### src/rtl/ps2_pkg.sv
// Shared constants and decoder state type for the PS/2 keyboard receive path.
// Prefix and status byte values follow the scancode set 2 protocol.
package ps2_pkg;

    localparam logic [7:0] KEY_E0 = 8'hE0;
    localparam logic [7:0] KEY_F0 = 8'hF0;
    localparam logic [7:0] KEY_E1 = 8'hE1;

    localparam logic [7:0] KEY_AA = 8'hAA;
    localparam logic [7:0] KEY_FA = 8'hFA;
    localparam logic [7:0] KEY_FE = 8'hFE;
    localparam logic [7:0] KEY_EE = 8'hEE;
    localparam logic [7:0] KEY_00 = 8'h00;
    localparam logic [7:0] KEY_FF = 8'hFF;

    localparam logic [7:0] FAKE_SHIFT = 8'h12;
    localparam logic [2:0] PAUSE_LEN  = 3'd7;
    localparam logic [7:0] PAUSE_CODE = 8'h77;

    typedef enum logic [1:0] {
        ST_IDLE,
        ST_PREFIX,
        ST_PAUSE
    } dec_state_t;

    function automatic logic is_status(input logic [7:0] b);
        return (b == KEY_AA) || (b == KEY_FA) || (b == KEY_FE) || (b == KEY_EE);
    endfunction

endpackage

### src/rtl/ps2_rx_frame.sv
// PS/2 frame receiver: synchronise and deglitch the pins, shift in 11-bit frames,
// check start/parity/stop and abort stalled frames after TIMEOUT idle cycles.
module ps2_rx_frame #(
    parameter int FILTER_LEN = 8,
    parameter int TIMEOUT    = 50000
) (
    input  logic       clk_i,
    input  logic       rst_n_i,
    input  logic       ps2_clk_i,
    input  logic       ps2_data_i,
    output logic [7:0] byte_o,
    output logic       byte_stb_o,
    output logic       frame_err_o
);
    localparam int FW = (FILTER_LEN > 1) ? $clog2(FILTER_LEN) : 1;
    localparam int TW = $clog2(TIMEOUT + 1);

    logic [1:0]    clk_sync_q, dat_sync_q;
    logic          fclk_q, fclk_d;
    logic [FW-1:0] flt_cnt_q, flt_cnt_d;
    logic [3:0]    bit_cnt_q, bit_cnt_d;
    logic [9:0]    shift_q, shift_d;
    logic [TW-1:0] tmo_q, tmo_d;
    logic [7:0]    byte_q, byte_d;
    logic          stb_q, stb_d, err_q, err_d;
    logic          fall;
    logic          frame_ok;

    assign fall = fclk_q && !clk_sync_q[1] && (flt_cnt_q == FW'(FILTER_LEN - 1));
    // shift_q holds {parity, D7..D0, start}; the stop bit is the live sample
    assign frame_ok = !shift_q[0] && (^shift_q[9:1]) && dat_sync_q[1];

    always_comb begin
        fclk_d    = fclk_q;
        flt_cnt_d = '0;
        bit_cnt_d = bit_cnt_q;
        shift_d   = shift_q;
        tmo_d     = '0;
        byte_d    = byte_q;
        stb_d     = 1'b0;
        err_d     = 1'b0;
        if (clk_sync_q[1] != fclk_q) begin
            if (flt_cnt_q == FW'(FILTER_LEN - 1)) begin
                fclk_d = clk_sync_q[1];
            end else begin
                flt_cnt_d = flt_cnt_q + 1'b1;
            end
        end
        if (fall) begin
            if (bit_cnt_q == 4'd10) begin
                bit_cnt_d = '0;
                byte_d    = shift_q[8:1];
                stb_d     = frame_ok;
                err_d     = !frame_ok;
            end else begin
                bit_cnt_d = bit_cnt_q + 1'b1;
                shift_d   = {dat_sync_q[1], shift_q[9:1]};
            end
        end else if (bit_cnt_q != '0) begin
            if (tmo_q == TW'(TIMEOUT - 1)) begin
                bit_cnt_d = '0;
                err_d     = 1'b1;
            end else begin
                tmo_d = tmo_q + 1'b1;
            end
        end
    end

    always_ff @(posedge clk_i or negedge rst_n_i) begin
        if (!rst_n_i) begin
            clk_sync_q <= 2'b11;
            dat_sync_q <= 2'b11;
            fclk_q     <= 1'b1;
            flt_cnt_q  <= '0;
            bit_cnt_q  <= '0;
            shift_q    <= '0;
            tmo_q      <= '0;
            byte_q     <= '0;
            stb_q      <= 1'b0;
            err_q      <= 1'b0;
        end else begin
            clk_sync_q <= {clk_sync_q[0], ps2_clk_i};
            dat_sync_q <= {dat_sync_q[0], ps2_data_i};
            fclk_q     <= fclk_d;
            flt_cnt_q  <= flt_cnt_d;
            bit_cnt_q  <= bit_cnt_d;
            shift_q    <= shift_d;
            tmo_q      <= tmo_d;
            byte_q     <= byte_d;
            stb_q      <= stb_d;
            err_q      <= err_d;
        end
    end

    assign byte_o      = byte_q;
    assign byte_stb_o  = stb_q;
    assign frame_err_o = err_q;

endmodule

### src/rtl/ps2_key_gen.sv
// PS/2 keyboard to toggle-strobed ps2_key event word; strips E0/F0/E1 prefixes.
// Update lands two cycles after the stop-bit fall of the filtered clock is seen.
module ps2_key_gen
    import ps2_pkg::*;
#(
    parameter int FILTER_LEN = 8,
    parameter int TIMEOUT    = 50000
) (
    input  logic        clk_sys,
    input  logic        reset_n,
    input  logic        ps2_clk,
    input  logic        ps2_data,
    output logic [10:0] ps2_key,
    output logic        err
);
    logic [7:0] rx_byte;
    logic       rx_stb;
    logic       rx_err;

    dec_state_t  state_q;
    logic        ext_q, brk_q;
    logic [2:0]  remain_q;
    logic [10:0] key_q;
    logic        dec_err_q;

    ps2_rx_frame #(
        .FILTER_LEN (FILTER_LEN),
        .TIMEOUT    (TIMEOUT)
    ) u_rx (
        .clk_i       (clk_sys),
        .rst_n_i     (reset_n),
        .ps2_clk_i   (ps2_clk),
        .ps2_data_i  (ps2_data),
        .byte_o      (rx_byte),
        .byte_stb_o  (rx_stb),
        .frame_err_o (rx_err)
    );

    always_ff @(posedge clk_sys or negedge reset_n) begin
        if (!reset_n) begin
            state_q   <= ST_IDLE;
            ext_q     <= 1'b0;
            brk_q     <= 1'b0;
            remain_q  <= '0;
            key_q     <= '0;
            dec_err_q <= 1'b0;
        end else begin
            dec_err_q <= 1'b0;
            if (rx_stb) begin
                if (state_q == ST_PAUSE) begin
                    // Pause has no break code, so only a synthetic make is produced
                    remain_q <= remain_q - 1'b1;
                    if (remain_q == 3'd1) begin
                        key_q   <= {~key_q[10], 1'b1, 1'b1, PAUSE_CODE};
                        state_q <= ST_IDLE;
                    end
                end else if (rx_byte == KEY_E0) begin
                    ext_q   <= 1'b1;
                    state_q <= ST_PREFIX;
                end else if (rx_byte == KEY_F0) begin
                    brk_q   <= 1'b1;
                    state_q <= ST_PREFIX;
                end else if (state_q == ST_IDLE && rx_byte == KEY_E1) begin
                    remain_q <= PAUSE_LEN;
                    state_q  <= ST_PAUSE;
                end else if (state_q == ST_IDLE && is_status(rx_byte)) begin
                    state_q <= ST_IDLE;
                end else begin
                    if (rx_byte == KEY_00 || rx_byte == KEY_FF) begin
                        dec_err_q <= 1'b1;
                    end else if (!(ext_q && rx_byte == FAKE_SHIFT)) begin
                        key_q <= {~key_q[10], ~brk_q, ext_q, rx_byte};
                    end
                    ext_q   <= 1'b0;
                    brk_q   <= 1'b0;
                    state_q <= ST_IDLE;
                end
            end
        end
    end

    assign ps2_key = key_q;
    assign err     = rx_err | dec_err_q;

endmodule
### config.mk
export PLATFORM = sky130hd
export DESIGN_NAME = ps2_key_gen
export DESIGN_NICKNAME = d
export VERILOG_FILES = /design/src/rtl/ps2_pkg.sv /design/src/rtl/ps2_rx_frame.sv /design/src/rtl/ps2_key_gen.sv
export SDC_FILE = /design/constraint.sdc
export NUM_CORES = 1
export LEC_CHECK = 0
export BUFFER_PORTS_ARGS = -buffer_cell sky130_fd_sc_hd__buf_2
export CAP_MARGIN = 20
export CORE_UTILIZATION = 60
export DETAILED_ROUTE_END_ITERATION = 12
export PLACE_DENSITY = 0.84
export RECOVER_POWER = 50
export SLEW_MARGIN = 5
export SYNTH_ARGS = -nofsm -noshare
export SYNTH_HDL_FRONTEND = slang
export SYNTH_SLANG_ARGS = --single-unit
### constraint.sdc
create_clock -name clk_sys -period 2.2 [get_ports clk_sys]
set_clock_uncertainty 0.1 [all_clocks]
set_input_delay 0.22 -clock clk_sys [delete_from_list [all_inputs] [get_ports clk_sys]]
set_output_delay 0.22 -clock clk_sys [all_outputs]
set_load 0.01 [all_outputs]
==> impl_table.tex <==
\begin{tabular}{lr}
\hline
Metric & Value \\
\hline
\multicolumn{2}{l}{\textbf{Run status}} \\
\quad Outcome & finished, final reports clean \\
\multicolumn{2}{l}{\textbf{Timing}} \\
\quad Worst max-slew margin expressed relative to the limit & 0.103 \\
\quad Number of pins with negative max-slew slack in the final report & 0 \\
\quad Clock period minus final worst setup slack & 1.95 ns \\
\quad Share of the clock period used by the worst path after layout & 0.887 \\
\quad Fmax achieved & 512 MHz \\
\quad Setup repair after global routing missed its margin & false \\
\quad Count of endpoints failing setup in the final report & 0 \\
\quad Min setup slack post-route & $\sim$0.25 ns \\
\quad Tightest Pin Transition & 1.35 ns \\
\quad Total negative slack for setup checks & 0 ns \\
\quad Final hold violations & 0 \\
\quad Hold\_ws & about 0.26 ns \\
\multicolumn{2}{l}{\textbf{Yosys}} \\
\quad Most used standard cell by instance count after synthesis & sky130\_fd\_sc\_hd\_\_dfrtp\_1 \\
\quad Main synth FF type & sky130\_fd\_sc\_hd\_\_dfrtp\_1 \\
\quad Async set or reset register ratio after synthesis & 1.00 \\
\quad Number of flip-flops and latches in the synthesized netlist & 67 \\
\quad Count of mapped cells out of synthesis & 304 \\
\quad Cell types with the largest area share after synthesis & sky130\_fd\_sc\_hd\_\_dfrtp\_1 49\%, sky130\_fd\_sc\_hd\_\_nand2\_1 5.9\%, sky130\_fd\_sc\_hd\_\_dfstp\_2 4.2\% \\
\quad Net Count, Synth & 317 \\
\quad Cell variety after synth & 44 \\
\quad Post-synth EDFFs & 0 \\
\quad Post-Syn Area & around 0.0031 mm\^{}2 \\
\quad Seq/Total Area, Yosys & 0.536 \\
\quad Yosys warning count & 0 \\
\quad Area share of the largest cell type after synthesis & 0.495 \\
\quad Cell taking the most area after synthesis & sky130\_fd\_sc\_hd\_\_dfrtp\_1 \\
\quad Average instance area after synthesis & roughly 10 um\^{}2 \\
\quad Top cells by instance count after synthesis & 62 x sky130\_fd\_sc\_hd\_\_dfrtp\_1, 49 x sky130\_fd\_sc\_hd\_\_nand2\_1, 34 x sky130\_fd\_sc\_hd\_\_nor2\_1 \\
\multicolumn{2}{l}{\textbf{Drt}} \\
\quad Via density per instance & 5.49 \\
\quad Routed via count & 2225 \\
\quad Number of iterations in the first detailed-routing pass & 4 \\
\quad Wire length per cell after detailed routing & 14.0 um \\
\quad Number of DRC markers after the initial detailed-route iteration & 203 \\
\quad Total Routed Length & 5.67 mm \\
\quad Count of antenna-violating nets left after detailed routing & 0 \\
\quad Post-route DRC violation count & 0 \\
\multicolumn{2}{l}{\textbf{Clock tree}} \\
\quad Number of levels in the clock H-tree & 3 \\
\quad \# resized after CTS & 0 \\
\quad Clock edge transition at the registers on the reported setup and hold paths & 0.07 ns \\
\quad CTS Root Buffer Type & sky130\_fd\_sc\_hd\_\_clkbuf\_8 \\
\quad Number of post-CTS setup repair buffers & 0 \\
\quad Maximum root-to-sink buffer count & 2 \\
\quad Quantity of hold-fixing buffers added after cts & 3 \\
\quad Worst-Skew Late Latency & 0.33 ns \\
\quad CTS Sinks & 67 \\
\quad Cts bufs inserted & 9 \\
\quad Clock tree from TritonCTS & done \\
\multicolumn{2}{l}{\textbf{Flow run}} \\
\quad Max-cap viol count & 0 \\
\multicolumn{2}{l}{\textbf{Cells and area}} \\
\quad Number of antenna cells inserted & 0 \\
\quad Signed area change from the synthesized netlist to the final layout & 12.3\% \\
\quad Fraction of final layout cells with drive strength greater than 1 & 0.121 \\
\quad Post-Layout Inst Area & 0.00352 mm\^{}2 \\
\quad Number of nets in the layout & 346 \\
\multicolumn{2}{l}{\textbf{Placed design}} \\
\quad Half-perimeter wire length after placement & 3.99 mm \\
\quad Number of buffers added on ports & 15 \\
\quad Post-placement setup slack & between 0.2 and 0.3 ns \\
\quad Global placer's final weighted congestion & 0.919 \\
\quad Placed cell areas & 0.00332 mm\^{}2 \\
\multicolumn{2}{l}{\textbf{Worst setup path}} \\
\quad Critical path required time & approximately 2.4 ns \\
\quad Type of the worst setup path & reg2reg \\
\quad Type of destination of the critical path & flop \\
\quad Critical path peak fanout & 10 \\
\quad Type of element launching the critical path & flop \\
\quad Data arrival time of the critical path & between 2 and 2.5 ns \\
\quad Worst setup slack for register-to-register paths & 0.25 ns \\
\multicolumn{2}{l}{\textbf{Floorplan}} \\
\quad Horiz. Die Dim & 74.3 um \\
\quad DIE AREA & 0.00552 mm\^{}2 \\
\quad Starting Density & 0.643 \\
\quad Row cnt & 25 \\
\quad Number of I/O pins & 16 \\
\quad Core area & $\sim$0.005 mm\^{}2 \\
\quad Die height & $\sim$74 um \\
\multicolumn{2}{l}{\textbf{Global routing}} \\
\quad Overall global routing resource usage & 0.237 \\
\quad Grt ovf & 0 \\
\quad Via count of the first global-routing pass & 2175 \\
\quad Antenna violations before repair & 0 \\
\quad First-pass GRT wire length & 9.59 mm \\
\quad Pin count of the biggest net entering global routing & 28 \\
\multicolumn{2}{l}{\textbf{Pwr}} \\
\quad Worst-case vdd ir drop & 521 uV \\
\quad Power density over the cells & roughly 660 mW/mm\^{}2 \\
\quad Leakage power figure & 1.67 nW \\
\quad Overall power of the completed layout & 2.33 mW \\
\multicolumn{2}{l}{\textbf{Min path}} \\
\quad Path category of the worst min-delay check & reg2reg \\
\hline
\end{tabular}
==> metal layers <==
metal  up-vias  wire [um]  GRT usage
met5         -          0          0
met2        53       2690      0.389
met3         7        223     0.0596
li1       1082          -          -
met4         0         72      0.105
met1      1083       2680      0.299
==> report_power, final <==
part | internal, mW | switching [mW] | total (mW)
clock | 0.555 | 0.419 | 0.974
sequential | 1.26 | 0.0114 | 1.27
combinational | 0.0334 | 0.0471 | 0.0805
==> final timing paths <==
check                                        startpoint                           end  cells past startpoint
max                          u_rx.byte_o[0]$_DFFE_PN0P_        ps2_key[2]$_DFFE_PN0P_                      6
min                        u_rx.dat_sync_q[0]$_DFF_PN1_  u_rx.dat_sync_q[1]$_DFF_PN1_                      0
max reg2reg                  u_rx.byte_o[0]$_DFFE_PN0P_        ps2_key[2]$_DFFE_PN0P_                      6
min reg2reg                u_rx.dat_sync_q[0]$_DFF_PN1_  u_rx.dat_sync_q[1]$_DFF_PN1_                      0
max in group asynchronous                       reset_n   u_rx.shift_q[2]$_DFFE_PN0P_                      3
min in group asynchronous                       reset_n   u_rx.flt_cnt_q[0]$_DFF_PN0_                      2
==> stage by stage <==
| stage | util | cells |
|---|---|---|
| 3_3_place_gp | 0.681 | 386 |
| 6_report | 0.722 | 405 |
| 2_1_floorplan | - | 304 |
| 3_5_place_dp | 0.681 | 386 |
| 5_1_grt | 0.722 | 405 |
| 4_1_cts | 0.725 | 405 |
==> registers in the layout, summed over array words and instances (netlist names) <==
name              cells
u_rx.tmo_q           16
ps2_key              11
u_rx.shift_q         10
u_rx.byte_o           8
u_rx.bit_cnt_q        4
remain_q              3
u_rx.flt_cnt_q        3
state_q               2
u_rx.clk_sync_q       2
u_rx.dat_sync_q       2
brk_q                 1
dec_err_q             1
ext_q                 1
u_rx.byte_stb_o       1
u_rx.fclk_q           1
u_rx.frame_err_o      1
==> worst max-delay path: stages, from the launching register on <==
cell and delay [ns]:
sky130_fd_sc_hd__dfrtp_1 0.43, sky130_fd_sc_hd__or3_4 0.42, sky130_fd_sc_hd__nor4_4 0.33, sky130_fd_sc_hd__nor2_2 0.06
sky130_fd_sc_hd__nand4_2 0.11, sky130_fd_sc_hd__buf_4 0.22, sky130_fd_sc_hd__mux2i_1 0.21
==> logic make-up after synthesis <==
| group | share of synthesized area |
|---|---|
| AND/OR/NAND/NOR | 0.210 |
| flip-flops | 0.536 |
| multiplexers | 0.0646 |
| XOR/XNOR | 0.0714 |
| AO/OA/AOI/OAI | 0.0447 |
| adder cells (fa/ha/maj) | 0.0359 |
| buffers and inverters | 0.0367 |
==> layout make-up <==
cell class | instances | area [um^2]
well taps | 67 | 83.8
clock buffers | 14 | 153
clock inverters | 2 | 35.0
multi-input cells | 210 | 1340
inverters | 20 | 75.1
flip-flops and latches | 67 | 1680
fillers | 360 | 1360
repair buffers | 25 | 155
==> placed cells by master, fill, tap and decap left out, drive strengths merged, types with 10 or more instances in the layout <==
cell type,Yosys,routed
o21ai,11,11
nor2,35,35
clkbuf,3,26
nand3,14,14
buf,4,10
inv,20,20
xnor2,14,14
dfrtp,62,62
nand2,49,49
mux2,10,10
No activity file was read; power rests on OpenSTA's default activity.
